==> src/rtl/ans_display_pkg.sv <==
// ans_display_pkg: FSM states, slot ids and segment encodings shared by ans_display
package ans_display_pkg;
  typedef enum logic [1:0] {
    CAPTURE = 2'd0,
    CONVERT = 2'd1,
    SHOW    = 2'd2,
    ERR     = 2'd3
  } state_t;
  localparam logic [2:0] SLOT_SIGN = 3'd0;
  localparam logic [2:0] SLOT_HUND = 3'd1;
  localparam logic [2:0] SLOT_TENS = 3'd2;
  localparam logic [2:0] SLOT_ONES = 3'd3;
  localparam logic [2:0] SLOT_GAP  = 3'd4;
  localparam logic [6:0] SEG_BLANK = 7'b0000000;
  localparam logic [6:0] SEG_MINUS = 7'b1000000;
  localparam logic [6:0] SEG_E     = 7'b1111001;
  function automatic logic [6:0] bcd_to_seg(input logic [3:0] d);
    case (d)
      4'd0: return 7'b0111111;
      4'd1: return 7'b0000110;
      4'd2: return 7'b1011011;
      4'd3: return 7'b1001111;
      4'd4: return 7'b1100110;
      4'd5: return 7'b1101101;
      4'd6: return 7'b1111101;
      4'd7: return 7'b0000111;
      4'd8: return 7'b1111111;
      4'd9: return 7'b1101111;
      default: return SEG_BLANK;
    endcase
  endfunction
endpackage

==> src/rtl/ans_display_bin2bcd_iter.sv <==
// bin2bcd_iter: iterative double-dabble, 10-bit binary to 3 BCD digits in 10 cycles
module bin2bcd_iter (
  input  logic        clk,
  input  logic        rst_n,
  input  logic        start,
  input  logic [9:0]  bin,
  output logic        done,
  output logic [11:0] bcd
);
  logic [9:0]  sh;
  logic [3:0]  cnt;
  logic [11:0] adj;
  function automatic logic [3:0] add3(input logic [3:0] n);
    return n > 4'd4 ? n + 4'd3 : n;
  endfunction
  assign adj = {add3(bcd[11:8]), add3(bcd[7:4]), add3(bcd[3:0])};
  // high during the last shift step; bcd is final after the coming edge
  assign done = cnt == 4'd1;
  always_ff @(posedge clk or negedge rst_n) begin
    if (!rst_n) begin
      sh  <= '0;
      bcd <= '0;
      cnt <= '0;
    end else if (start) begin
      sh  <= bin;
      bcd <= '0;
      cnt <= 4'd10;
    end else if (cnt != 4'd0) begin
      {bcd, sh} <= {adj[10:0], sh, 1'b0};
      cnt       <= cnt - 4'd1;
    end
  end
endmodule

==> src/rtl/ans_display.sv <==
// ans_display: shows ans as sign/hundreds/tens/ones/gap on one 7-seg display, 'E' on error.
// Define ZERO_BLANK_EN to blank leading-zero hundreds/tens digits.
module ans_display
  import ans_display_pkg::*;
#(
  parameter int DIGIT_TICKS = 10_000_000,
  parameter int CNT_W       = 24
) (
  input  logic       clk,
  input  logic       rst_n,
  input  logic [9:0] ans,
  input  logic       error,
  output logic [6:0] seg,
  output logic       dp,
  output logic       busy
);
  state_t            state;
  logic [CNT_W-1:0]  timer;
  logic [2:0]        slot;
  logic              sign;
  logic [9:0]        mag;
  logic              conv_done;
  logic [11:0]       bcd;
  logic [6:0]        hund_seg;
  logic [6:0]        tens_seg;
  logic [6:0]        slot_seg;
  logic              timer_end;
  // -512 negates to itself, which read unsigned is the wanted 512
  assign mag = ans[9] ? -ans : ans;
  bin2bcd_iter u_bcd (
    .clk   (clk),
    .rst_n (rst_n),
    .start (state == CAPTURE),
    .bin   (mag),
    .done  (conv_done),
    .bcd   (bcd)
  );
`ifdef ZERO_BLANK_EN
  assign hund_seg = bcd[11:8] == 4'd0 ? SEG_BLANK : bcd_to_seg(bcd[11:8]);
  assign tens_seg = bcd[11:4] == 8'd0 ? SEG_BLANK : bcd_to_seg(bcd[7:4]);
`else
  assign hund_seg = bcd_to_seg(bcd[11:8]);
  assign tens_seg = bcd_to_seg(bcd[7:4]);
`endif
  assign slot_seg = slot == SLOT_SIGN ? (sign ? SEG_MINUS : SEG_BLANK) :
                    slot == SLOT_HUND ? hund_seg :
                    slot == SLOT_TENS ? tens_seg :
                    slot == SLOT_ONES ? bcd_to_seg(bcd[3:0]) : SEG_BLANK;
  assign timer_end = timer == CNT_W'(DIGIT_TICKS - 1);
  assign busy      = state == CONVERT;
  always_ff @(posedge clk or negedge rst_n) begin
    if (!rst_n) begin
      state <= CAPTURE;
      timer <= '0;
      slot  <= SLOT_SIGN;
      sign  <= 1'b0;
      seg   <= SEG_BLANK;
      dp    <= 1'b0;
    end else if (error) begin
      state <= ERR;
      timer <= '0;
      slot  <= SLOT_SIGN;
      seg   <= SEG_E;
      dp    <= 1'b0;
    end else begin
      case (state)
        CAPTURE: begin
          sign  <= ans[9];
          state <= CONVERT;
        end
        CONVERT: if (conv_done) begin
          state <= SHOW;
          timer <= '0;
          slot  <= SLOT_SIGN;
        end
        SHOW: begin
          seg <= slot_seg;
          dp  <= slot == SLOT_SIGN;
          if (timer_end) begin
            timer <= '0;
            slot  <= slot == SLOT_GAP ? SLOT_SIGN : slot + 3'd1;
            if (slot == SLOT_GAP) state <= CAPTURE;
          end else begin
            timer <= timer + CNT_W'(1);
          end
        end
        default: state <= CAPTURE;
      endcase
    end
  end
endmodule

==> config.mk <==
export PLATFORM = sky130hd
export DESIGN_NAME = ans_display
export DESIGN_NICKNAME = d
export VERILOG_FILES = /design/src/rtl/ans_display_pkg.sv /design/src/rtl/ans_display_bin2bcd_iter.sv /design/src/rtl/ans_display.sv
export SDC_FILE = /design/constraint.sdc
export NUM_CORES = 1
export LEC_CHECK = 0
export ABC_AREA = 1
export CORE_ASPECT_RATIO = 0.5
export CORE_MARGIN = 2
export CORE_UTILIZATION = 45
export DETAILED_ROUTE_END_ITERATION = 16
export GPL_TIMING_DRIVEN = 0
export PLACE_DENSITY_LB_ADDON = 0.05
export SLEW_MARGIN = 20
export SYNTH_ARGS = -nofsm -noshare
export SYNTH_HDL_FRONTEND = slang
export SYNTH_SLANG_ARGS = --single-unit
==> constraint.sdc <==
create_clock -name clk -period 1.4 [get_ports clk]
set_input_delay 0.21 -clock clk [delete_from_list [all_inputs] [get_ports clk]]
set_output_delay 0.21 -clock clk [all_outputs]
set_load 0.05 [all_outputs]
==> impl_metrics.toml, run 1 <==
[run_status]
status = "finished with violations"
violations = "negative setup slack"

[synthesis]
yosysSeqAreaShare_pct = 37.7
synthTopCellsByArea = "dfrtp_1 38%, nand2_1 10%, inv_1 7.2%"
synth-async-reset-ratio_pct = 100
synth_seq_cells = 64
yosysTopAreaCellShare_pct = 37.7
synth_cells = 576
synth_flop_cell = "dfrtp_1"
synth_nets = 613
synth_top_cell_by_area = "dfrtp_1"
avgSynthCellArea_um2 = 7.37
synth.distinct_cells = 42
syn_area_mm2 = 0.00424
yosysWarnings = 0
synth_edf_count = 0

[placed_design]
dpl.hpwl_um = 7380
dpl_worst_slack_ns = -0.487
gp_congestion = 0.848
io_buffers = 21

[critical_path]
worstPathMaxFanout = 4
r2r-start = "timer[0]"
regToRegSetupSlack_ns = -0.14
startpoint_type = "register"
crit_chain = "ha_2 -> inv_1 -> nor2_4 -> nand3_4 -> nor2_4 -> nand3_1 -> xor2_1 -> nor2_2"
rr_worst_depth = 8
arrival_ns = 1.76
required_ns = 1.62
worstSetupPathType = "register to register"
rr_endpoint = "timer[20]"
endpoint_kind = "register"
crit_path_max_incr_delay_ns = 0.37
crit_top_cell = "nor2_4"
cp_slowest_cell = "dfrtp_1"

[finish]
final_cell_mix = "94 x nand2_1, 57 x dfrtp_1, 56 x inv_1, 41 x buf_4, 38 x nor2_1"
nets = 697
area_growth_pct = 43.8
n_antenna_cell = 0
drive_above_1_share_pct = 37.6
final_common_cell = "nand2_1"
fill_cells = 741

[worst_hold_path]
hold_path_depth = 3
hold_end = "u_bcd.sh[0]"
min_from = "ans[0]"
hold_path_class = "input pin to register"

[global_route]
grt_max_degree = 52
antenna_found_initial = 0
grt_pass1_wl_um = 18600
grt_overflow_total = 0
grt_usage_pct = 22.9
grt_pass1_vias = 3773

[die]
ios = 22
die_h_um = 72.7
die_w_um = 141
core_area_mm2 = 0.00892
initial_core_util_pct = 47.6
die-area_mm2 = 0.0103
num_rows = 24

[sta]
fmax_mhz = 649
setup_tns_ns = -2.60
fin_ws_ns = -0.141
fin_crit_ns = 1.54
relSlewSlack_pct = 73.1
post-route-period-util_pct = 110
clock_skew_ns = 0.00390
hold_viol = 0
setup_violations = 29
rsz0062_at_grt = "yes"
worst_pin_slew_ns = 0.404
drv_slew = 0

[cts]
cts.reportedPaths.clkPinSlew_ns = 0.06
clk_path_buf_depth = 2
clk-insertion-delay-late_ns = 0.33
cts_buffers = 9
cts_root_buffer = "clkbuf_16"
tritoncts = "done"
cts_max_level = 3
cts.sinks = 64

[power]
powerDensity_mw_per_mm2 = 1670
max-vdd-ir-drop_v = 0.000817
p_leak_nw = 2.67

[detailed_routing]
remaining_drc_errors = 0
antenna_left = 0
avgRoutedWirePerCell_um = 14.6
viasPerCell = 5.25
vias = 4106
drtIter0Drc = 229
firstDrtPassIters = 5
wl_um = 11400

[run]
drv_cap = 0
[power by group]
| group | leakage [nW] | switching (mW) | total, mW | internal (mW) |
|---|---|---|---|---|
| combinational | 1.70 | 2.87 | 5.00 | 2.13 |
| sequential | 0.809 | 0.376 | 2.67 | 2.30 |
| clock | 0.161 | 0.838 | 2.54 | 1.70 |
| total | 2.67 | 4.08 | 10.2 | 6.13 |
[layer usage]
metal / vias to the layer above / track usage, % / routed length [um]
met5: - / 0 / 0
li1: 2065 / - / -
met2: 67 / 37.2 / 5410
met4: 0 / 4.78 / 82
met1: 1963 / 32.2 / 5570
met3: 11 / 4.72 / 384
[cell families (layout without fill, tap and decap cells)]
kind of cell	count (synthesis)	in the layout	synth area share (%)
DFF	64	64	37.7
xor gates and xnor gates	14	14	2.89
adders and majority gates	24	24	7.08
and+or+nand+nor	268	268	28.3
AOI/OAI and AO/OA	108	108	14.4
buffers and inverters	98	187	9.61
[repair_timing]
item / CTS / global route
hold endpoints to repair: 13 / 0
gates cloned: 2 / 1
gates resized for setup: 118 / 158
hold buffers: 1 / 0
pin swaps: 11 / 33
setup buffers: 30 / 17
endpoints found under the setup margin: 68 / 63
[metrics by stage]
| stage | std cells | instance area (um2) | utilization [%] | total power [mW] | hold slack, ns |
|---|---|---|---|---|---|
| 2_1_floorplan | 576 | 4260 | - | 4.96 | -0.0856 |
| 3_3_place_gp | 714 | 4620 | 51.8 | 5.79 | 0.466 |
| 3_5_place_dp | 715 | 4640 | 52.0 | 5.83 | 0.0832 |
| 4_1_cts | 764 | 5510 | 61.8 | 9.19 | 0.276 |
| 5_1_grt | 782 | 6100 | 68.4 | 11.0 | 0.222 |
| 6_report | 782 | 6100 | 68.4 | 10.2 | 0.224 |
[critical path, delay by kind of cell, from the launching register on]
kind,cells,cell delay [ns]
buffers and inverters,1,0.08
adder cells (fa/ha/maj),1,0.20
AND/OR/NAND/NOR,5,0.61
XOR/XNOR,1,0.19
flip-flops,1,0.37
[final cells by class]
cell class / count / area, um2 / area share [%]
Inverter: 88 / 363 / 5.95
Multi-Input combinational cell: 414 / 2820 / 46.1
Tap cell: 117 / 146 / 2.40
Buffer: 10 / 116 / 1.91
Timing Repair Buffer: 73 / 709 / 11.6
Sequential cell: 64 / 1610 / 26.4
Clock inverter: 4 / 75.1 / 1.23
Clock buffer: 12 / 267 / 4.37
[worst max path at each step]
stage                        start          end  depth (start not counted)
after global placement       rst_n  u_bcd.sh[6]                          1
final                     timer[0]    timer[20]                          8
after CTS                 timer[1]    timer[23]                         11
after detailed placement     error    timer[22]                         10
after floorplan           state[1]    timer[22]                          8
after global routing      timer[0]     timer[9]                         11
[synth_stat cells, drive strengths merged, types with 2 or more instances]
| master | instances |
|---|---|
| nand3 | 44 |
| o22ai | 10 |
| ha | 24 |
| buf | 7 |
| nand3b | 2 |
| xnor2 | 3 |
| o31ai | 4 |
| a21oi | 23 |
| nor2 | 71 |
| o21ai | 56 |
| inv | 88 |
| o21bai | 2 |
| nand2 | 125 |
| dfrtp | 64 |
| clkbuf | 3 |
| o211ai | 4 |
| xor2 | 11 |
| nand4 | 12 |
| a31oi | 2 |
| nor3 | 12 |
[sequential cells by signal, indices dropped and copies added, names as in the netlist]
register   count
slot           3
u_bcd.bcd     12
u_bcd.cnt      4
seg            7
dp             1
state          2
u_bcd.sh      10
timer         24
sign           1
(Power assumes the default switching activity.)
==> run 2: changes to the inputs <==
- CAP_MARGIN: not set -> 10
- SLEW_MARGIN: 20 -> 10
==> impl_metrics.toml, run 2 (same netlist as run 1, synthesis figures left out) <==
[run_status]
status = "finished with violations"
violations = "negative setup slack"

[finish]
area_growth_pct = 39.5
fin_area_mm2 = 0.00592
drive_above_1_share_pct = 33.8
nets = 695
final_common_cell = "nand2_1"
largest_reg_flops = 24
top_regs = "timer: 24 flops, u_bcd.bcd: 12 flops, u_bcd.sh: 10 flops"
n_antenna_cell = 0
final_cell_mix = "103 x nand2_1, 57 x dfrtp_1, 55 x inv_1, 43 x buf_4, 42 x nor2_1"
regMostFlops = "timer"

[cts]
cts_max_level = 3
clk_path_buf_depth = 2
cts.reportedPaths.clkPinSlew_ns = 0.06
clk-insertion-delay-late_ns = 0.34
cts_buffers = 9
cts_root_buffer = "clkbuf_16"
cts.sinks = 64
tritoncts = "done"

[critical_path]
required_ns = 1.63
worstPathMaxFanout = 5
cp_slowest_cell = "dfrtp_1"
worstSetupPathType = "register to register"
endpoint_kind = "register"
crit_path_max_incr_delay_ns = 0.44
startpoint_type = "register"
crit_chain = "nand2_1 -> nor3_2 -> nand2_1 -> nor2_2 -> nand2_2 -> nand2_4 -> nand2_4 -> inv_6 -> buf_8 -> nor2_1"
regToRegSetupSlack_ns = -0.13
arrival_ns = 1.75

[sta]
rsz0062_at_grt = "yes"
relSlewSlack_pct = 73.0
fmax_mhz = 655
drv_slew = 0
post-route-period-util_pct = 109
worst_pin_slew_ns = 0.405
fin_ws_ns = -0.127
clock_skew_ns = 0.00400
setup_violations = 26
hold_viol = 0
fin_crit_ns = 1.53

[detailed_routing]
antenna_left = 0
wl_um = 11400
firstDrtPassIters = 5
drtIter0Drc = 268
remaining_drc_errors = 0
avgRoutedWirePerCell_um = 14.6
vias = 4067
viasPerCell = 5.21

[power]
powerDensity_mw_per_mm2 = 1670
p_leak_nw = 2.61
max-vdd-ir-drop_v = 0.000800

[worst_hold_path]
hold_path_class = "input pin to register"

[global_route]
grt_pass1_vias = 3793
grt_usage_pct = 22.7
grt_max_degree = 56
grt_overflow_total = 0
antenna_found_initial = 0
grt_pass1_wl_um = 18300

[placed_design]
gp_congestion = 0.848
dpl_worst_slack_ns = -0.488
dpl.hpwl_um = 7350
placed_area_mm2 = 0.00464
io_buffers = 21

[die]
core_area_mm2 = 0.00892
die_w_um = 141
initial_core_util_pct = 47.6
die-area_mm2 = 0.0103
ios = 22
die_h_um = 72.7
num_rows = 24

[run]
drv_cap = 0
run 2: cell count changes in the layout (fill, tap and decap cells not counted), moves of 3 or more:
cell and delta:
nand2_2 -4, nor2_1 +4, buf_6 -4, nand2_1 +9
o21ai_0 +9, o21ai_1 -4, nor2_2 -5, nand2_4 -3
inv_2 +4, o21ai_2 -5
run 2: cell type report:
cell class | count | area (um2)
fillers | 778 | 3000
repair buffers | 71 | 681
plain buffers | 10 | 109
clock buffers | 12 | 267
clock inverters | 4 | 75.1
inverters | 88 | 350
flip-flops and latches | 64 | 1610
multi-input cells | 414 | 2680
well taps | 117 | 146
run 2: worst paths after layout:
path,start,endpoint,depth (start not counted)
max in group asynchronous,rst_n,u_bcd.bcd[10],3
min in group asynchronous,rst_n,timer[10],2
worst min register to register,seg[1],seg[1],2
worst max register to register,timer[12],timer[20],10
worst max-delay path,timer[12],timer[20],10
worst min-delay path,ans[0],u_bcd.sh[0],3
run 2: power by group:
group	leakage (nW)	internal (mW)	switching (mW)	total [mW]
logic	1.64	1.98	2.69	4.67
clock network	0.161	1.70	0.862	2.57
registers	0.808	2.30	0.377	2.67
total	2.61	5.98	3.93	9.91
run 2: per-layer routing:
metal	global-route usage, %	vias to the layer above	part of all wire, %
met4	5.22	0	1.3
li1	-	2064	-
met2	37.9	78	47
met1	30.1	1910	48
met3	5.84	15	3.5
met5	0	-	0
run 2: stage by stage:
| step | std cells | util (%) | total power, mW | hold WS, ns | setup TNS, ns |
|---|---|---|---|---|---|
| after floorplan | 576 | - | 4.96 | -0.0856 | -1.72 |
| after global placement | 714 | 51.8 | 5.79 | 0.466 | -158.50 |
| after detailed placement | 715 | 52.0 | 5.82 | 0.0580 | -19.14 |
| after CTS | 764 | 61.4 | 9.13 | 0.247 | -1.98 |
| after global routing | 780 | 66.3 | 10.6 | 0.223 | -6.72 |
| final | 780 | 66.3 | 9.91 | 0.215 | -2.35 |
run 2: what timing repair did:
action	CTS	global route
endpoints found under the setup margin	68	63
gates resized for setup	112	112
pin swaps	10	31
hold endpoints to repair	58	0
hold buffers	1	0
cloned	2	1
setup buffers	31	15
run 2: critical path, delay by kind of cell, from the launching register on:
kind	cells	cell delay [ns]
simple gates	8	0.76
flops	1	0.44
buf+inv	2	0.21
==> patch 1: new RTL, settings of run 2 <==
`CNT_W`: 24 -> 28.
--- a/src/rtl/ans_display.sv
+++ b/src/rtl/ans_display.sv
@@ -5,5 +5,5 @@
 #(
   parameter int DIGIT_TICKS = 10_000_000,
-  parameter int CNT_W       = 24
+  parameter int CNT_W       = 28
 ) (
   input  logic       clk,
Formal check against the unedited RTL: same outputs for any inputs over 10 cycles, from zero or initial values and one cycle with rst_n low; that may be too few to reach the edited logic, so the function may still have changed.
==> patch 1 against run 2 <==
  * The run still ends with setup timing left
  * Sequential power is 13% higher
  * Critical path depth is 2 higher
  * Worst hold slack improved by 49 ps
  * Wire length increased by 19%
  * Worst setup slack got worse by 140 ps
  * Sequential share of layout area fell by 1.4 points
  * Design area up 12%
  * Area after synthesis is 7.1% higher
  * Sequential cell count increased by 4
  * Power up 21%
  * Largest power group unchanged
==> patch 1: results (changes against run 2) <==
| Metric | Value |
|---|---|
| Share of cells above drive strength 1 | `33.9% (+0.12 points)` |
| Largest net degree at the start of global routing | `57 (+1.8%)` |
| Met3 track demand over resource | `5.52% (-0.32 points)` |
| Failing checks | `setup timing` |
| Met1 wire length | `6.02 mm (+9.3%)` |
| Combinational Power | `6.49 mW (+39%)` |
| DR WL met3 | `635 um (+57%)` |
| Worst setup margin | `-270 ps (-144 ps)` |
| Top cells by area, synth | `dfrtp_1 37%, nand2_1 15%, nor2_1 7.8%, inv_1 7.3%, ha_1 6.6%` |
| Cell count of the worst reg-to-reg path | `12 (+2)` |
| Post-CTS setup buffers | `29 (-6.5%)` |
| Port Buffer Count | `20 (-4.8%)` |
| Placed Instances | `814 (+14%)` |
| Met2 wire length | `6.57 mm (+23%)` |
| Area post-placement | `5000 um^2 (+7.7%)` |
| Post-synth cell types | `31 (-26%)` |
| Final setup vio count | `60 (+130%)` |
| First-pass GRT wire length | `20.6 mm (+12%)` |
| Row cnt | `25 (+4.2%)` |
| Clock-cell share | `4.77% (-1.0 points)` |
| Seq cells | `68 (+6.3%)` |
| Pre-CTS setup slack | `-584 ps (-96.5 ps)` |
| Vias in the first global route | `4,357 (+15%)` |
| Sequential cell area fraction in the yosys report | `37.5% (-0.29 points)` |
| Seq pwr share | `25.2% (-1.8 points)` |
| Clock skew | `5.66 ps (+1.66 ps)` |
| Post-CTS sizing | `123 (+9.8%)` |
| Synth cell count leaders | `176 x nand2_1, 95 x nor2_1, 88 x inv_1` |
| IR drop worst, VDD | `0.00122 V (+52%)` |
| Met2 usage | `42.2% (+4.4 points)` |
| Met1 Use GR | `30.1% (-0.054 points)` |
| Register area | `1710 um^2 (+6.2%)` |
| Outcome | `complete, but fails checks` |
| Clkbuf count | `9 (-3)` |
| Pwr dens | `1800 nW/um^2 (+7.4%)` |
| Final TNS setup | `-8020 ps (-5670 ps)` |
| Final HPWL from detailed placement | `8.25 mm (+12%)` |
| Area of the multi-input gates | `3130 um^2 (+17%)` |
| Switch Pwr | `5.04 mW (+28%)` |
| Fill cells | `795 (+2.2%)` |
| Net Sw Frac | `42.2% (+2.5 points)` |
| Mapped Nets | `695 (+13%)` |
| Tot GR Track Use | `23.9% (+1.2 points)` |
| Comb_multi_in | `486 (+17%)` |
| Drt initial violations | `263 (-1.9%)` |
| WL/cell | `15.3 um (+4.8%)` |
==> patch 1: changes by cell type after synthesis, sizes merged, moves of 5 or more <==
cell,delta
nand3,-7
nand4,+5
nand2,+51
o21ai,-10
nor2,+25
==> patch 1: cells by family (layout without fill, tap and decap cells) <==
| family | after synthesis | count (layout) | share of synthesized area [%] |
|---|---|---|---|
| buffers and inverters | 104 | 198 | 9.20 |
| AOI/OAI and AO/OA | 100 | 100 | 12.1 |
| DFF | 68 | 68 | 37.5 |
| and+or+nand+nor | 347 | 347 | 31.8 |
| adders and majority gates | 24 | 24 | 6.61 |
| xor gates and xnor gates | 15 | 15 | 2.89 |
==> patch 1: worst paths after layout <==
kind / from / to / slack [ps]
setup / recovery: timer[1] / timer[2] / -270
hold / removal: rst_n / timer[16] / 260
setup reg to reg: timer[1] / timer[2] / -270
hold reg to reg: seg[1] / seg[1] / 480
max in group asynchronous: rst_n / timer[0] / 570
min in group clk: ans[9] / u_bcd.sh[7] / 400
==> patch 2: new RTL, flow settings as in run 2 <==
Made on the original files. Add an input register stage for `ans` and `error`, without a reset; this delays them by one clock.
--- a/src/rtl/ans_display.sv
+++ b/src/rtl/ans_display.sv
@@ -15,4 +15,13 @@
   output logic       busy
 );
+
+  logic [9:0] ans_q;
+  logic error_q;
+
+  always_ff @(posedge clk) begin
+    ans_q   <= ans;
+    error_q <= error;
+  end
+
   state_t            state;
   logic [CNT_W-1:0]  timer;
@@ -27,5 +36,5 @@
   logic              timer_end;
   // -512 negates to itself, which read unsigned is the wanted 512
-  assign mag = ans[9] ? -ans : ans;
+  assign mag = ans_q[9] ? -ans_q : ans_q;
   bin2bcd_iter u_bcd (
     .clk   (clk),
@@ -57,5 +66,5 @@
       seg   <= SEG_BLANK;
       dp    <= 1'b0;
-    end else if (error) begin
+    end else if (error_q) begin
       state <= ERR;
       timer <= '0;
@@ -66,5 +75,5 @@
       case (state)
         CAPTURE: begin
-          sign  <= ans[9];
+          sign  <= ans_q[9];
           state <= CONVERT;
         end
Formal check against the unedited RTL: not equivalent (Yosys sat finds a counterexample within 4 cycles, from zero or initial values and one cycle with rst_n low).
==> patch 2 against run 2 <==
  * The flow still finishes with violations (setup timing)
  * Global-route usage increased by 0.34 points
  * Area after synthesis increased by 7.9%
  * Worst setup slack worse by 41 ps
  * Core utilization is 0.62 points lower
  * Design area rose by 7.4%
  * Synthesized cell count is 7.5% higher
  * Sequential share of layout area grew 1.7 points
  * Wire length grew 8.1%
  * Die area increased by 7.5%
  * Sequential cell count rose by 11
  * Power increased by 0.20%
  * Highest routed layer unchanged
==> patch 2: results (changes against run 2) <==
| Metric | Value |
|---|---|
| Outcome | `complete, but fails checks` |
| Failing checks | `setup timing` |
| Drt pass-1 iters | `4 (-1)` |
| Tot GR Track Use | `23.0% (+0.34 points)` |
| Crit Path Max Fanout | `3 (-2)` |
| Slew margin rel. | `75.6% (+2.6 points)` |
| Share of cells above drive strength 1 | `34.7% (+0.90 points)` |
| Hold Crit Class | `in -> async` |
| Reg2reg start | `timer[1]` |
| Layout Nets | `747 (+7.5%)` |
| Regs by FF count | `timer: 24 flops, u_bcd.bcd: 12 flops` |
| IR drop worst, VDD | `0.000896 V (+12%)` |
| First-pass GRT wire length | `19.8 mm (+8.0%)` |
| Clock skew | `4.42 ps (+0.424 ps)` |
| Pre-CTS setup slack | `-321 ps (+166 ps)` |
| Vias per inst | `5.15 (-1.3%)` |
| Sequential cell area fraction in the yosys report | `39.8% (+2.1 points)` |
| WP data arrival | `1800 ps (+50 ps)` |
| Leakage | `2.85 nW (+9.5%)` |
| Top cells by area, synth | `dfrtp_1 35%, nand2_1 13%, inv_1 6.7%, ha_1 6.6%, nor2_1 5.7%` |
| Final HPWL from detailed placement | `7.89 mm (+7.3%)` |
| Fin Hold WS | `260 ps (+44.7 ps)` |
| Drt initial violations | `225 (-16%)` |
| Fill cells | `835 (+7.3%)` |
| Post-synth cell types | `41 (-2.4%)` |
| Worst setup margin | `-167 ps (-40.5 ps)` |
| Final setup vio count | `38 (+46%)` |
| Cell count of the worst reg-to-reg path | `6 (-4)` |
| Async SR Flop Fraction | `85.3% (-15 points)` |
| Vias in the first global route | `4,130 (+8.9%)` |
| Mapped Nets | `656 (+7.0%)` |
-- patch 2: cell types whose count changed after synthesis, moves of 4 or more --
cell	run 2	this run
nor2_1	63	70
nand2_1	118	154
inv_2	6	2
o21ai_0	54	38
dfxtp_1	0	11
nand4_1	12	16
-- patch 2: final timing paths --
kind,endpoint
setup / recovery,timer[6]
hold / removal,timer[7]
setup reg to reg,timer[6]
hold reg to reg,u_bcd.sh[7]
max in group asynchronous,u_bcd.bcd[6]
min in group clk,error_q
-- patch 2: per-stage QoR --
step | cells | TNS (ps) | instance area [um^2]
finish | 850 | -2300 | 6350
global placement | 775 | -149580 | 4970
CTS | 831 | -1430 | 5920
global route | 850 | -6750 | 6350
detailed placement | 776 | -12680 | 4990
floorplan | 619 | -1280 | 4590
-- patch 2: routing by layer --
metal  vias up  global-route usage (%)  part of all wire [%]
li1       2203                       -                     -
met1      2091                    28.4                    47
met2        61                    41.1                    48
met3        19                    5.69                   3.1
met4         0                    7.44                   1.7
met5         -                       0                     0
-- patch 2: area by class of cell --
cell class | count | area share, %
tap | 135 | 2.66
multi-input combinational | 451 | 45.8
inverter | 85 | 5.50
clock inverter | 5 | 0.650
sequential | 75 | 28.9
timing repair buffer | 80 | 11.2
clock buffer | 11 | 4.16
buffer | 8 | 1.10
-- patch 2: report_power, final --
part	internal [mW]	total, mW	switching (mW)	leakage [nW]
clock	1.38	2.38	1.00	0.144
combinational	1.92	4.43	2.51	1.82
sequential	2.63	3.12	0.492	0.894
-- patch 2: cell families (layout without fill, tap and decap cells) --
group / Yosys count / count (layout) / synth area share (%)
simple gates: 318 / 319 / 30.9
compound gates: 94 / 94 / 11.9
buf+inv: 94 / 189 / 8.12
flops: 75 / 75 / 39.8
fa+ha+maj: 24 / 24 / 6.56
xor+xnor: 14 / 14 / 2.68
-- patch 2: repair_timing --
item,in CTS,in global routing
endpoints found under the hold margin,12,0
setup endpoints to repair,71,62
resized for setup,137,104
pin swaps,33,48
hold buffers,1,0
cloned,0,1
setup buffers,38,19
